`src/rtl/cvxif_pkg.sv`:
```
// Shared types for the coprocessor datapath: the convolution job descriptor and
// the systolic-array sequencer state, array geometry and pipeline depths.
package cvxif_pkg;

    localparam int unsigned SA_ROWS     = 9;
    localparam int unsigned SA_DEPTH_K1 = 3;
    localparam int unsigned SA_DEPTH_K3 = 9;
    localparam int unsigned SA_CNT_W    = 16;
    localparam int unsigned SA_TAP_W    = $clog2(SA_ROWS);

    typedef struct packed {
        logic [1:0]          W_width;
        logic [SA_CNT_W-1:0] n_pix;
    } convolution;

    typedef enum logic [2:0] {
        SA_IDLE,
        SA_LOAD,
        SA_STREAM,
        SA_DRAIN,
        SA_DONE
    } sa_ctrl_state_e;

    // Index of the valid-pipe tap that lines up with the array output row.
    function automatic logic [SA_TAP_W-1:0] sa_last_tap(input logic [1:0] w_width);
        return (w_width == 2'd1) ? SA_TAP_W'(SA_DEPTH_K1 - 1) : SA_TAP_W'(SA_DEPTH_K3 - 1);
    endfunction

endpackage

```
`src/rtl/sa_valid_pipe.sv`:
```
// Beat tracker that moves in lock-step with the PE rows: one bit per row, shifted
// only when the array advances, with a selectable output tap.
module sa_valid_pipe
    import cvxif_pkg::*;
#(
    parameter int unsigned ROWS  = SA_ROWS,
    parameter int unsigned TAP_W = $clog2(ROWS)
) (
    input  logic             clk,
    input  logic             rstn,
    input  logic             clr,
    input  logic             adv,
    input  logic             din,
    input  logic [TAP_W-1:0] tap,
    output logic             fresh,
    output logic             pending
);

    logic [ROWS-1:0] pipe_q;
    logic            adv_q;
    logic [ROWS-1:0] below_mask;

    always_ff @(posedge clk or negedge rstn) begin
        if (!rstn) begin
            pipe_q <= '0;
            adv_q  <= 1'b0;
        end else if (clr) begin
            pipe_q <= '0;
            adv_q  <= 1'b0;
        end else begin
            adv_q <= adv;
            if (adv) begin
                pipe_q <= {pipe_q[ROWS-2:0], din};
            end
        end
    end

    // Rows strictly before the output tap still hold beats that need advancing.
    always_comb begin
        below_mask = (ROWS'(1) << tap) - ROWS'(1);
    end

    assign pending = |(pipe_q & below_mask);
    // A tap bit only counts in the cycle right after an advance, so a stall never repeats it.
    assign fresh   = pipe_q[tap] & adv_q;

endmodule

```
`src/rtl/sa_ctrl.sv`:
```
// Job sequencer for the weight-stationary systolic array: weight load, input
// streaming with stall gating, drain, and result-valid tracking through the rows.
module sa_ctrl
    import cvxif_pkg::*;
#(
    parameter int unsigned ROWS  = SA_ROWS,
    parameter int unsigned CNT_W = SA_CNT_W
) (
    input  logic             clk,
    input  logic             rstn,
    input  logic             cfg_valid_i,
    output logic             cfg_ready_o,
    input  logic [1:0]       cfg_kernel_i,
    input  logic [CNT_W-1:0] cfg_npix_i,
    input  logic             in_valid_i,
    output logic             in_ready_o,
    input  logic             stop_i,
    output logic             load_en_o,
    output logic             acc_en_o,
    output logic             res_valid_o,
    output logic             res_last_o,
    output logic [CNT_W-1:0] res_idx_o,
    output logic             busy_o,
    output logic             done_o
);

    localparam int unsigned TAP_W = $clog2(ROWS);

    sa_ctrl_state_e   state_q, state_d;
    convolution       job_q;
    logic [CNT_W-1:0] issued_q;
    logic [CNT_W-1:0] res_idx_q;
    logic [CNT_W-1:0] npix;
    logic [CNT_W-1:0] last_idx;
    logic [TAP_W-1:0] tap;
    logic             cfg_fire;
    logic             beat_fire;
    logic             abort;
    logic             pipe_clr;
    logic             pipe_din;
    logic             fresh;
    logic             pending;

    assign npix      = CNT_W'(job_q.n_pix);
    assign last_idx  = npix - CNT_W'(1);
    assign tap       = TAP_W'(sa_last_tap(job_q.W_width));
    assign cfg_fire  = cfg_valid_i && (state_q == SA_IDLE);
    assign abort     = stop_i && (state_q != SA_IDLE);
    assign beat_fire = in_valid_i && in_ready_o;
    assign pipe_clr  = cfg_fire || abort;

    assign busy_o      = (state_q != SA_IDLE);
    assign res_valid_o = fresh;
    assign res_last_o  = fresh && (res_idx_q == last_idx);
    assign res_idx_o   = res_idx_q;

    always_ff @(posedge clk or negedge rstn) begin
        if (!rstn) begin
            state_q <= SA_IDLE;
        end else begin
            state_q <= state_d;
        end
    end

    // Next state and array enables; an abort gates the enables in the same cycle.
    always_comb begin
        state_d     = state_q;
        cfg_ready_o = 1'b0;
        in_ready_o  = 1'b0;
        load_en_o   = 1'b0;
        acc_en_o    = 1'b0;
        done_o      = 1'b0;
        pipe_din    = 1'b0;
        case (state_q)
            SA_IDLE: begin
                cfg_ready_o = 1'b1;
                if (cfg_valid_i) begin
                    state_d = SA_LOAD;
                end
            end
            SA_LOAD: begin
                load_en_o = 1'b1;
                state_d   = (npix == '0) ? SA_DONE : SA_STREAM;
            end
            SA_STREAM: begin
                in_ready_o = 1'b1;
                acc_en_o   = in_valid_i;
                pipe_din   = 1'b1;
                if (in_valid_i && (issued_q == last_idx)) begin
                    state_d = SA_DRAIN;
                end
            end
            SA_DRAIN: begin
                acc_en_o = pending;
                if (res_last_o) begin
                    state_d = SA_DONE;
                end
            end
            SA_DONE: begin
                done_o  = 1'b1;
                state_d = SA_IDLE;
            end
            default: begin
                state_d = SA_IDLE;
            end
        endcase
        if (abort) begin
            state_d   = SA_IDLE;
            load_en_o = 1'b0;
            acc_en_o  = 1'b0;
        end
    end

    // Job descriptor and beat/result counters.
    always_ff @(posedge clk or negedge rstn) begin
        if (!rstn) begin
            job_q     <= '0;
            issued_q  <= '0;
            res_idx_q <= '0;
        end else if (cfg_fire) begin
            job_q.W_width <= cfg_kernel_i;
            job_q.n_pix   <= SA_CNT_W'(cfg_npix_i);
            issued_q      <= '0;
            res_idx_q     <= '0;
        end else if (abort) begin
            issued_q  <= '0;
            res_idx_q <= '0;
        end else begin
            if (beat_fire) begin
                issued_q <= issued_q + CNT_W'(1);
            end
            if (fresh) begin
                res_idx_q <= res_idx_q + CNT_W'(1);
            end
        end
    end

    sa_valid_pipe #(
        .ROWS  (ROWS),
        .TAP_W (TAP_W)
    ) u_valid_pipe (
        .clk     (clk),
        .rstn    (rstn),
        .clr     (pipe_clr),
        .adv     (acc_en_o),
        .din     (pipe_din),
        .tap     (tap),
        .fresh   (fresh),
        .pending (pending)
    );

endmodule

```
`config.mk`:
```
export PLATFORM = sky130hd
export DESIGN_NAME = sa_ctrl
export DESIGN_NICKNAME = d
export VERILOG_FILES = /design/src/rtl/cvxif_pkg.sv /design/src/rtl/sa_valid_pipe.sv /design/src/rtl/sa_ctrl.sv
export SDC_FILE = /design/constraint.sdc
export NUM_CORES = 1
export LEC_CHECK = 0
export ABC_AREA = 1
export CAP_MARGIN = 5
export CORE_MARGIN = 2
export CORE_UTILIZATION = 44
export CTS_BUF_LIST = sky130_fd_sc_hd__clkbuf_2 sky130_fd_sc_hd__clkbuf_4 sky130_fd_sc_hd__clkbuf_8
export CTS_CLUSTER_SIZE = 12
export DETAILED_ROUTE_END_ITERATION = 8
export PLACE_DENSITY_LB_ADDON = 0.15
export SYNTH_ARGS = -nofsm -noshare
export SYNTH_HDL_FRONTEND = slang
export SYNTH_HIERARCHICAL = 1
export SYNTH_SLANG_ARGS = --single-unit
```
`constraint.sdc`:
```
create_clock -name clk -period 3.56 [get_ports clk]
set_input_delay 0.356 -clock clk [delete_from_list [all_inputs] [get_ports clk]]
set_output_delay 0.356 -clock clk [all_outputs]
set_load 0.03 [all_outputs]
```
# Word-level counts from Yosys, hierarchy flattened

Cells that the tools add are included.

Add/subtract/negate cells: 4
Order comparisons: 1
Eq/ne operators: 10
Shift-type cells: 1
Multiplexer cells: 25
Bitwise gates (word level): 2
Reductions and logical operators: 14

Operators by type and width:

| operator                                                              | count |
|---|---|
| 16-bit two-way mux                                                    | 6 |
| 16-bit by 1-bit adder with 16-bit output (second input constant)      | 2 |
| 16-bit == test                                                        | 2 |
| 9-bit two-way mux                                                     | 2 |
| 16-bit logical NOT                                                    | 1 |
| 16-bit by 1-bit subtractor with 16-bit output (second input constant) | 1 |
| 3-bit two-way mux                                                     | 5 |
| 3-bit case mux with 4 select lines                                    | 1 |
| 9-bit bitwise AND                                                     | 1 |
| 3-bit != test (second input constant)                                 | 3 |
| 3-bit nonzero test                                                    | 3 |
| 9-bit OR reduction                                                    | 1 |
| 1-bit by 4-bit left shift with 9-bit output (first input constant)    | 1 |
| 9-bit by 2-bit subtractor with 9-bit output (second input constant)   | 1 |
| 1-bit two-way mux                                                     | 8 |
| 3-bit by 2-bit == test with 1-bit output (second input constant)      | 2 |
| 1-bit logical AND                                                     | 5 |
| 4-bit by 5-bit < comparator with 1-bit output (second input constant) | 1 |
| 1-bit binary-select mux with 4-bit select                             | 1 |
| 4-bit two-way mux                                                     | 1 |
| 3-bit by 1-bit == test with 1-bit output (second input constant)      | 1 |
| 3-bit == test (second input constant)                                 | 1 |
| 3-bit logical NOT                                                     | 1 |
| 3-bit AND reduction                                                   | 1 |
| other kinds (5)                                                       | 5 |

Flip-flop bits (word level): 63
Bits of input ports: 23
Word-level logic and storage cells: 64

# Depth between registers and ports, before layout

Gate-level depths: netlist of the first run.

Depth after elaboration: 10
Depth in mapped cells: 22
Mapped depth without buffers: 21

# Modules after synthesis

The synthesis of the first run kept the hierarchy.

Modules (own cells, without submodules):

| module        | times used | cells each | area an instance (µm²) | seq. area each (µm²) |
|---|---|---|---|---|
| sa_ctrl       | 1          | 556        | 3,768.6                | 1,326.3 |
| sa_valid_pipe | 1          | 107        | 710.7                  | 250.2 |

# Worst setup path after synthesis of the first run

OpenSTA, ideal clock, no wires.

Path type: reg-to-output
Start point: register job_q[17] (netlist bit)
End point: output res_last_o
Arrival time: 3.387 ns
Path slack: -0.183 ns
Cell stages (with the launch flop): 16
Buffers on the path: 0
Cell sequence: dfrtp_1 > nor2_1 > inv_1 > nor2_4 > nand2_1 > nand3_1 > nand2_1 > inv_1 > inv_1 > nor2_1 > nand4_1 > nor2_1 > nand3_1 > nor3_1 > nand2_1 > nor4_1

Longest elaborated chain between the ends: 6

Ends and longest elaborated chain:

| what                                      | line                | text |
|---|---|---|
| start: declaration                        | sa_ctrl.sv:30       | `convolution job_q;` |
| 2-bit by 1-bit == test with 1-bit output  | cvxif_pkg.sv:26     | `return (w_width == 2'd1) ? SA_TAP_W'(SA_DEPTH_K1 - 1) : SA_TAP_W'(SA_DEPTH_K3 - 1);` |
| 4-bit two-way mux                         | cvxif_pkg.sv:26     |  |
| via tap[1]                                | sa_ctrl.sv:35       | `logic [TAP_W-1:0] tap;` |
| 1-bit binary-select mux with 4-bit select | sa_valid_pipe.sv:45 | `assign fresh = pipe_q[tap] & adv_q;` |
| 1-bit two-way mux (not written as such)   | sa_valid_pipe.sv:45 |  |
| 1-bit bitwise AND                         | sa_valid_pipe.sv:45 |  |
| via res_valid_o                           | sa_ctrl.sv:20       | `output logic res_valid_o,` |
| 1-bit logical AND                         | sa_ctrl.sv:54       | `assign res_last_o = fresh && (res_idx_q == last_idx);` |
| end: declaration                          | sa_ctrl.sv:21       | `output logic res_last_o,` |

The timed path passes the listed nets, and every way through them passes these cells. The select of a mux whose other input is x is not followed.

# Final worst setup path of the first run

Start point: register job_q[17] (netlist bit)
End point: output acc_en_o

Longest elaborated chain between the ends: 8

Ends and longest elaborated chain:

| what                                        | line                | text |
|---|---|---|
| 2-bit by 1-bit == test with 1-bit output    | cvxif_pkg.sv:26     |  |
| 4-bit two-way mux                           | cvxif_pkg.sv:26     |  |
| via tap[1]                                  | sa_ctrl.sv:35       |  |
| 1-bit by 4-bit left shift with 9-bit output | sa_valid_pipe.sv:40 | `below_mask = (ROWS'(1) << tap) - ROWS'(1);` |
| 9-bit by 2-bit subtractor with 9-bit output | sa_valid_pipe.sv:40 |  |
| 9-bit bitwise AND                           | sa_valid_pipe.sv:43 | `assign pending = \|(pipe_q & below_mask);` |
| 9-bit OR reduction                          | sa_valid_pipe.sv:43 |  |
| via pending                                 | sa_ctrl.sv:42       | `logic pending;` |
| 1-bit case mux with 2 select lines          | sa_ctrl.sv:74       | `case (state_q)` |
| 1-bit two-way mux                           | sa_ctrl.sv:107      | `if (abort) begin` |
| end: declaration                            | sa_ctrl.sv:19       | `output logic acc_en_o,` |

The timed path passes the listed nets, and every way through them passes these cells.

==> results.md, run 1 <==
- Multiplexer share of the synthesized area: 0.2514%
- Initial antenna violation count: 0
- Setup crit end kind: output pin
- Xor and xnor area share after synthesis: 1.145%
- Clock Tree Buf Depth: 2
- Global-route wire length before repair: 20990 µm
- Clock skew: 0.01087 ns
- Status: complete, no violations
- Leak: 2.446 nW
- Worst vdd ir: 0.3097 mV
- Synth Area in Simple Gates: 42.29%
- Slew Limit Fails: 0
- I/O Pins: 47
- Largest net degree at the start of global routing: 39
- Root buf cell: clkbuf_8
- Setup CP Type: reg2out
- Drt first pass iters: 5
- Worst hold slack: 0.02414 ns
- Starting Density: 45.62%
- Crit-path max FO: 7
- IO buf count: 46
- Vias in the first global route: 4337
- Final Cycle Share: 92.21%
- CTS clock-pin slew for the worst setup and hold paths: 0.07 ns
- DR DRC count: 0
- Synth Area in Compound Gates: 10.42%
- RePlAce Congestion: 0.9824
- Post-DR vias/cell: 5.248
- Die X: 104.9 µm
- Vias: 4513
- Post-Route WL: 12620 µm
- WL/cell: 14.68 µm
- FP Rows: 36
- Routed Antenna Nets: 0
- Worst EP required: 3.20 ns
- Tmin final: 3.283 ns
- Die ar.: 11000 µm²
- Final #Nets: 750
- Layout cells sized above 1: 11.55%
- Final setup fails: 0
- Top cells by area, synth: dfrtp_1 (35%), nand2_1 (14%), nand3_1 (8.2%)
- Mapped cell area: 4479 µm²
- Seq cells post-synth: 63
- Yosys Warn Count: 6
- Rel. slew slack: 57.35%
- DPL Wire Length: 9704 µm
- Fmax: 0.3046 GHz
- Clk sinks: 63
- Max-cap violations: 0
- Ant diodes: 0
- Setup TNS: 0 ns
- Gr ovfl total: 0
- Worst-Skew Late Latency: 0.35 ns
- Crit start category: flip-flop
- Core ar.: 9819 µm²
- Htree depth: 3
- Top-area cell type share of the netlist area: 35.20%
- Commonest non-fill, non-tap cell in the layout: nand2_1
- Slew @ Worst Pin: 0.6398 ns
- Area grow syn2layout: 19.58%
- CP arrival: 2.93 ns
- TritonCTS Buffers: 9
- Hold Crit Class: in2async
- Most frequent cells in the layout: nand2_1 (170), inv_1 (88), nor2_1 (73), nand3_1 (73), dfrtp_1 (63)
- Drt initial violations: 301
- Fillers: 998
- Fin. Hold Viols: 0
- Unique masters post-synth: 43
- CTS tree: done
- RSZ-0062 raised after global routing: false
- Pwr Density: 582.0 nW/µm²
- Cell accounting for the most synthesized area: dfrtp_1
- Syn_area_per_cell: 6.756 µm²
- Largest family of logic cells by synthesized area: simple AND/OR/NAND/NOR gates
- Die Height: 104.9 µm
- Cells after Synth: 663
- Register area share after synthesis: 35.20%
- Post-Synth Adder-Cell Area: 1.397%
- Gr usage total: 24.01%
- Final Power: 3.118 mW
==> critical path, stage by stage (launching register included) <==
cell             delay [ns]
dfrtp_1                0.41
nor2_4                 0.23
inv_1                  0.13
nor2_4                 0.20
nand2_1                0.12
ha_1                   0.28
nand2_2                0.12
nand2_1                0.05
o21ai_0                0.07
nor2_1                 0.07
nand2_1                0.06
nand2_1                0.05
nand2_1                0.11
clkdlybuf4s50_1        0.68
==> stage by stage <==
step / worst slack (ns) / util, % / cell area (µm²) / instances
after floorplan: 0.1430 / - / 4508 / 669
after global placement: 0.3662 / 51.99 / 5105 / 843
after detailed placement: 0.2162 / 51.99 / 5105 / 843
after CTS: 0.01565 / 54.37 / 5339 / 859
after global routing: 0.06081 / 54.55 / 5356 / 860
final: 0.2775 / 54.55 / 5356 / 860
==> what timing repair did <==
| item | 4_1_cts | 5_1_grt |
|---|---|---|
| endpoints found under the setup margin | 2 | 2 |
| buffers inserted | 0 | 1 |
| gates resized for setup | 1 | 5 |
| hold buffers | 0 | 0 |
==> report_power, final <==
group          switching (mW)  internal [mW]  total (mW)  leakage (nW)
Sequential              0.142          0.834       0.976         0.820
Clock                   0.305          0.431       0.737         0.112
Combinational           0.977          0.428        1.41          1.51
==> registers in the layout (all words and copies together), names as in the netlist <==
name / count
issued_q: 16
u_valid_pipe/adv_q: 1
state_q: 3
res_idx_o: 16
npix: 16
u_valid_pipe/pipe_q: 9
job_q: 2
==> cell families (layout without fill, tap and decap cells) <==
| family | after synthesis | count (layout) |
|---|---|---|
| multiplexers | 1 | 1 |
| other | 1 | 7 |
| adder cells (fa/ha/maj) | 5 | 5 |
| buffers and inverters | 106 | 164 |
| flip-flops | 63 | 63 |
| AND/OR/NAND/NOR | 399 | 399 |
| AO/OA/AOI/OAI | 83 | 83 |
| XOR/XNOR | 5 | 5 |
==> Yosys cell counts, drive strengths merged <==
cell and n:
nor3b 2, nand3 79, nor3 20, nand4 9, a221oi 2, o221a 1
nor4 7, nor2 92, clkinv 1, a211oi 2, o22ai 11, mux2 1
o21ai 24, nand2 186, a31oi 3, a21oi 34, o31ai 2, clkbuf 6
dfrtp 63, o21bai 1, o211ai 3, inv 98, ha 5, conb 1
nand3b 2, buf 1, or2 2, xor2 5
==> metal layers <==
| layer | routed length (µm) | part of all wire, % | global-route usage, % |
|---|---|---|---|
| met1 | 5688 | 45 | 32.71 |
| met2 | 5822 | 46 | 38.17 |
| met3 | 883 | 7.0 | 5.365 |
| met4 | 228 | 1.8 | 7.238 |
| met5 | 0 | 0 | 0 |
==> final timing paths <==
kind	start	end	slack [ns]	cells past startpoint
max in group asynchronous	rstn	issued_q[9]$_DFFE_PN0P_	2.57	2
min in group clk	issued_q[12]$_DFFE_PN0P_	issued_q[12]$_DFFE_PN0P_	0.55	1
worst min register to register	issued_q[12]$_DFFE_PN0P_	issued_q[12]$_DFFE_PN0P_	0.55	1
worst max register to register	job_q[17]$_DFFE_PN0P_	u_valid_pipe/pipe_q[2]$_DFFE_PN0P_	0.98	15
worst min-delay path	rstn	state_q[2]$_DFFE_PN0P_	0.02	1
worst max-delay path	job_q[17]$_DFFE_PN0P_	acc_en_o	0.28	13
==> layout make-up <==
class                      instances  area (µm²)  share of cell area (%)
clock buffer                      11       151.4                   2.826
sequential                        63        1577                   29.43
inverter                          99       375.4                   7.008
tap                              133       166.4                   3.107
clock inverter                     5       80.08                   1.495
timing repair buffer              49       475.5                   8.876
multi-input combinational        500        2531                   47.26
Note: power is estimated with default switching activity, not from simulation.
==> run 2, diff against run 1 <==
--- a/config.mk
+++ b/config.mk
@@ -12,6 +12,7 @@
 export CTS_BUF_LIST = sky130_fd_sc_hd__clkbuf_2 sky130_fd_sc_hd__clkbuf_4 sky130_fd_sc_hd__clkbuf_8
 export CTS_CLUSTER_SIZE = 12
 export DETAILED_ROUTE_END_ITERATION = 8
+export DONT_BUFFER_PORTS = 1
 export PLACE_DENSITY_LB_ADDON = 0.15
 export SYNTH_ARGS = -nofsm -noshare
 export SYNTH_HDL_FRONTEND = slang
==> run 2 against run 1 <==
Compared with the run above: via count fell by 3.2%; sequential share of layout area rose by 2.5 points; total power decreased by 5.6%; hold slack gained 0.12 ns; setup slack improved by 0.0020 ns; first-iteration DRC count shrank 3.0%; final cell count shrank 4.5%; highest routed layer unchanged.
==> results.md, run 2 (synthesized netlist as in run 1, its figures left out) <==
- Fin util: 50.20% (-4.3 points)
- IO buf count: 0 (-100%)
- DR DRC count: 0 (unchanged)
- I/O Pins: 47 (unchanged)
- Slowest stage cell, crit path: dfrtp_1
- Die ar.: 11000 µm² (unchanged)
- Ant diodes: 0 (unchanged)
- Worst vdd ir: 0.3083 mV (-0.47%)
- Post-Route WL: 12600 µm (-0.18%)
- Root buf cell: clkbuf_8
- Status: complete, no violations
- Global-route wire length before repair: 20910 µm (-0.36%)
- Setup CP Type: reg2out
- Hold Crit Class: in2reg
- Clock Tree Buf Depth: 2 (unchanged)
- Tmin final: 3.281 ns (-0.002009 ns)
- Fin cells: 821 (-4.5%)
- CTS tree: done
- Worst EP required: 3.20 ns (about the same)
- Die Height: 104.9 µm (unchanged)
- Dpl cell area: 4659 µm² (-8.7%)
- Clk network pwr share: 19.9% (-3.7 points)
- Gr usage total: 24.00% (about the same)
- Core ar.: 9819 µm² (unchanged)
- Sequential Area: 1577 µm² (unchanged)
- Drt initial violations: 292 (-3.0%)
- Clk sinks: 63 (unchanged)
- Largest net degree at the start of global routing: 64 (+64%)
- CP arrival: 2.92 ns (about the same)
- WL/cell: 15.35 µm (+4.6%)
- Crit start category: flip-flop
- Htree depth: 3 (unchanged)
- Area of the multi-input gates: 2531 µm² (unchanged)
- Combinational power share: 46.9% (+1.8 points)
- CP dominant cell by count: inv_1
- Area grow syn2layout: 10.06%
- Leak: 2.293 nW (-6.2%)
- Worst-Skew Late Latency: 0.36 ns (about the same)
- Initial antenna violation count: 0 (unchanged)
- FP Rows: 36 (unchanged)
- Slew @ Worst Pin: 0.9000 ns (+0.2602 ns)
- Finished layout cell area: 4930 µm² (-8.0%)
- Final #Nets: 711 (-5.2%)
- Post-DR vias/cell: 5.320 (+1.4%)
- TritonCTS Buffers: 9 (unchanged)
- Starting Density: 45.62% (unchanged)
- Post-Place Cells: 798 (-5.3%)
- Fmax: 0.3048 GHz (about the same)
- Setup crit end kind: output pin
- Die X: 104.9 µm (unchanged)
- Fin. Hold Viols: 0 (unchanged)
- Sequential power share: 33.2% (+1.9 points)
- Clock skew: 0.01129 ns (+0.0004161 ns)
- Final setup fails: 0 (unchanged)
- Gr ovfl total: 0 (unchanged)
- Most frequent cells in the layout: nand2_1 (170), inv_1 (89), nor2_1 (73), nand3_1 (73), dfrtp_1 (63)
- RePlAce Congestion: 0.9542 (-2.9%)
- Switching power share of the total: 48.73% (+3.0 points)
- CTS clock-pin slew for the worst setup and hold paths: 0.08 ns (about the same)
- Layout cells sized above 1: 12.65% (+1.1 points)
- Slew Limit Fails: 0 (unchanged)
- Vias: 4368 (-3.2%)
- Drt first pass iters: 5 (unchanged)
- Final Cycle Share: 92.15% (about the same)
- Crit-path max FO: 7 (unchanged)
- Rel. slew slack: 39.54% (-18 points)
- Max-cap violations: 0 (unchanged)
- Net Switching: 1.434 mW (+0.65%)
- Commonest non-fill, non-tap cell in the layout: nand2_1
- Vias in the first global route: 4329 (-0.18%)
- Worst path max stage delay: 0.36 ns (-0.32 ns)
- DPL Wire Length: 9612 µm (-0.95%)
- Cell-internal power: 1.509 mW (-11%)
- Worst path cell trace: inv_1 > nor2_4 > clkinvlp_4 > buf_4 > nand3_1 > nor2_2 > inv_1 > nand3_1 > nand2_1 > inv_1 > inv_1 > nor2_1 > nand4_1 > nor2_2 > nand3_1 > nor3_1 > nand2_1 > nor4_2 > buf_4
- Fillers: 1069 (+7.1%)
- Routed Antenna Nets: 0 (unchanged)
- Pwr Density: 597.0 nW/µm² (+2.6%)
- Final Power: 2.943 mW (-5.6%)
[run 2: cell types whose count changed in the layout (fill, tap and decap cells not counted), sizes merged]
cell | previous run | this run
clkinvlp | 2 | 3
clkdlybuf4s50 | 44 | 0
clkinv | 2 | 4
bufinv | 2 | 0
buf | 5 | 9
dlygate4sd3 | 0 | 1
inv | 98 | 97
[run 2: per-layer routing]
metal | vias to the layer above | track usage (%) | wire [µm]
met3 | 14 | 4.803 | 726
met5 | - | 0 | 0
li1 | 2190 | - | -
met1 | 2047 | 31.53 | 5683
met2 | 117 | 39.80 | 6005
met4 | 0 | 7.524 | 186
[run 2: power groups by stage]
stage,clock (mW),combinational [mW],sequential (mW)
final,0.587,1.38,0.977
after global routing,0.632,1.55,1.00
after CTS,0.599,1.32,0.973
after detailed placement,0,1.30,0.986
after global placement,0,1.27,0.983
after floorplan,0,1.01,0.953
[run 2: repair_timing]
item	in CTS	in global routing
cloned	0	0
buffers inserted	0	5
hold buffers	2	0
endpoints found under the hold margin	63	0
resized for setup	1	4
endpoints found under the setup margin	1	1
pin swaps	0	2
[run 2: worst max-delay path, delay by kind of cell (launching register included)]
kind	cells	cell delay (ns)
buffers and inverters	7	0.80
AND/OR/NAND/NOR	12	1.41
flip-flops	1	0.36
[run 2: final timing paths]
kind	start	endpoint	slack, ns	cells after the start
min in group asynchronous	rstn	state_q[2]$_DFFE_PN0P_	0.52	2
worst max register to register	job_q[17]$_DFFE_PN0P_	u_valid_pipe/pipe_q[6]$_DFFE_PN0P_	0.69	15
worst max-delay path	job_q[16]$_DFFE_PN0P_	res_last_o	0.28	19
worst min register to register	issued_q[12]$_DFFE_PN0P_	issued_q[12]$_DFFE_PN0P_	0.56	1
worst min-delay path	cfg_kernel_i[1]	job_q[17]$_DFFE_PN0P_	0.14	1
max in group asynchronous	rstn	res_idx_o[1]$_DFFE_PN0P_	2.75	2
[run 2: area by class of cell]
class | count | share of cell area [%]
multi-input cells | 500 | 51.35
flip-flops and latches | 63 | 31.98
inverters | 99 | 7.690
well taps | 133 | 3.376
clock buffers | 11 | 2.944
repair buffers | 10 | 1.980
clock inverters | 5 | 0.6853
[run 2: through the flow]
step	setup slack (ns)	TNS (ns)	hold slack, ns
finish	0.2795	0	0.1436
global route	-0.02257	-0.02257	0.1315
CTS	0.08477	0	0.1378
detailed placement	0.2803	0	0.06368
global placement	0.3864	0	0.06330
floorplan	0.1430	0	0.06041
==> run 3, diff against run 2 <==
--- a/config.mk
+++ b/config.mk
@@ -8,7 +8,7 @@
 export ABC_AREA = 1
 export CAP_MARGIN = 5
 export CORE_MARGIN = 2
-export CORE_UTILIZATION = 44
+export CORE_UTILIZATION = 46
 export CTS_BUF_LIST = sky130_fd_sc_hd__clkbuf_2 sky130_fd_sc_hd__clkbuf_4 sky130_fd_sc_hd__clkbuf_8
 export CTS_CLUSTER_SIZE = 12
 export DETAILED_ROUTE_END_ITERATION = 8
==> run 3 against run 2 <==
Compared with the run above: maximum frequency grew 2.9%; first-iteration DRC count shrank 28%; non-clock buffer count shrank 4; clock skew shrank 0.00090 ns; critical path type unchanged; utilization grew 1.1 points; sequential share of layout area is essentially flat; critical path depth shrank 1; hold slack gained 0.014 ns; register-to-register slack gained 0.08 ns; sequential power is essentially flat; routed wire length shrank 0.21%; clock power grew 9.5%; largest cell class unchanged.
==> results.md, run 3 (synthesized netlist as in run 1, its figures left out) <==
- DPL Wire Length: 9841 µm (+2.4%)
- Max-cap violations: 0 (unchanged)
- Slew Limit Fails: 0 (unchanged)
- Most frequent cells in the layout: nand2_1 (170), inv_1 (89), nor2_1 (73), nand3_1 (73), dfrtp_1 (63)
- Clk sinks: 63 (unchanged)
- Routed Antenna Nets: 0 (unchanged)
- Busiest grt layer: met2
- Vias: 4385 (+0.39%)
- Fin. Hold Viols: 0 (unchanged)
- Global-route wire length before repair: 20190 µm (-3.5%)
- Crit start category: flip-flop
- Gr ovfl total: 0 (unchanged)
- Ant diodes: 0 (unchanged)
- Leak: 2.288 nW (-0.24%)
- CTS tree: done
- Post-Route WL: 12570 µm (-0.21%)
- TritonCTS Buffers: 9 (unchanged)
- Largest net degree at the start of global routing: 64 (unchanged)
- FP Rows: 36 (unchanged)
- Clock Tree Buf Depth: 2 (unchanged)
- Post-DR vias/cell: 5.367 (+0.88%)
- Drt first pass iters: 5 (unchanged)
- CTS clock-pin slew for the worst setup and hold paths: 0.08 ns (about the same)
- I/O Pins: 47 (unchanged)
- Hold Crit Class: in2reg
- Final Power: 2.973 mW (+1.0%)
- Crit-path max FO: 7 (unchanged)
- Htree depth: 3 (unchanged)
- Worst path max stage delay: 0.36 ns (about the same)
- Post-Place Worst Slack: 0.2167 ns (-0.06359 ns)
- Pwr Density: 604.0 nW/µm² (+1.2%)
- CP dominant cell by count: inv_1
- Die Height: 102.7 µm (-2.1%)
- Setup CP Type: reg2out
- Vias in the first global route: 4122 (-4.8%)
- Fin util: 51.30% (+1.1 points)
- RePlAce Congestion: 0.9347 (-2.0%)
- Final #Nets: 707 (-0.56%)
- Grt met1 use: 35.09% (+3.6 points)
- Worst hold slack: 0.1571 ns (+0.01359 ns)
- Drt initial violations: 210 (-28%)
- GR Util met2: 39.01% (-0.78 points)
- Fillers: 981 (-8.2%)
- Worst EP required: 3.20 ns (about the same)
- Fin cells: 817 (-0.49%)
- Final setup fails: 0 (unchanged)
- Die ar.: 10540 µm² (-4.2%)
- Dpl cell area: 4659 µm² (unchanged)
- Tmin final: 3.187 ns (-0.09345 ns)
- Setup crit end kind: output pin
- Final Cycle Share: 89.52% (-2.6 points)
- WL/cell: 15.39 µm (+0.27%)
- Setup TNS: 0 ns (unchanged)
- DR DRC count: 0 (unchanged)
- Die X: 102.7 µm (-2.1%)
- Root buf cell: clkbuf_8
- Starting Density: 46.69% (+1.1 points)
- Worst-Skew Late Latency: 0.35 ns (about the same)
- CP arrival: 2.83 ns (-0.09 ns)
- Layout cells sized above 1: 12.13% (-0.51 points)
- IO buf count: 0 (unchanged)
- Gr usage total: 25.23% (+1.2 points)
- Setup ws final: 0.3729 ns (+0.09345 ns)
- Finished layout cell area: 4922 µm² (-0.15%)
- RSZ-0062 raised after global routing: false
- Worst path cell trace: inv_1 > nor2_4 > nor2_4 > nand3_1 > nor2_2 > inv_1 > nand3_1 > nand2_1 > inv_1 > inv_1 > nor2_1 > nand4_1 > nor2_2 > nand3_1 > nor3_1 > nand2_1 > nor4_2 > buf_4
- Commonest non-fill, non-tap cell in the layout: nand2_1
- Clock skew: 0.01039 ns (-0.0008955 ns)
- Rel. slew slack: 40.16% (+0.62 points)
- Fmax: 0.3138 GHz (+2.9%)
- Initial antenna violation count: 0 (unchanged)
- Core ar.: 9594 µm² (-2.3%)
- Post-Place Cells: 798 (unchanged)
- Slowest stage cell, crit path: dfrtp_1
- Worst vdd ir: 0.3522 mV (+14%)
- Status: complete, no violations
- Met3 Use GR: 4.407% (-0.40 points)
- Slew @ Worst Pin: 0.8908 ns (-0.009225 ns)
- Area grow syn2layout: 9.888%
run 3: metal layers:
layer  share of wire, %  up-vias  routed length [µm]
met2                 45      136                5668
met3                6.2       23                 782
li1                   -     2180                   -
met5                  0        -                   0
met1                 46     2046                5785
met4                2.7        0                 338
run 3: path summary, 6_finish.rpt:
check / from / endpoint / slack, ns / cells after the start
setup / recovery: job_q[16]$_DFFE_PN0P_ / res_last_o / 0.37 / 18
max in group asynchronous: rstn / res_idx_o[14]$_DFFE_PN0P_ / 2.72 / 2
hold reg to reg: issued_q[12]$_DFFE_PN0P_ / issued_q[12]$_DFFE_PN0P_ / 0.54 / 1
setup reg to reg: job_q[17]$_DFFE_PN0P_ / u_valid_pipe/pipe_q[4]$_DFFE_PN0P_ / 0.77 / 16
hold / removal: cfg_kernel_i[1] / job_q[17]$_DFFE_PN0P_ / 0.16 / 1
min in group asynchronous: rstn / state_q[2]$_DFFE_PN0P_ / 0.51 / 2
run 3: area by class of cell:
class / count / area [µm²] / share of cell area (%)
Multi-Input combinational cell: 500 / 2536 / 51.53
Sequential cell: 63 / 1577 / 32.03
Timing Repair Buffer: 6 / 67.56 / 1.373
Tap cell: 133 / 166.4 / 3.381
Clock buffer: 10 / 137.6 / 2.796
Inverter: 99 / 377.9 / 7.677
Clock inverter: 6 / 60.06 / 1.220
run 3: what timing repair did:
action,4_1_cts,5_1_grt
pin swaps,0,2
endpoints found under the setup margin,1,1
gates resized for setup,1,6
setup buffers,0,1
endpoints found under the hold margin,63,0
hold buffers,2,0
gates cloned,0,0
run 3: critical path, delay by kind of cell (launching register included):
family / cells / cell delay (ns)
DFF: 1 / 0.36
buffers and inverters: 5 / 0.56
and+or+nand+nor: 13 / 1.55
run 3: power by group:
group          internal [mW]  switching [mW]
combinational          0.372           0.983
clock                  0.338           0.304
sequential             0.834           0.142
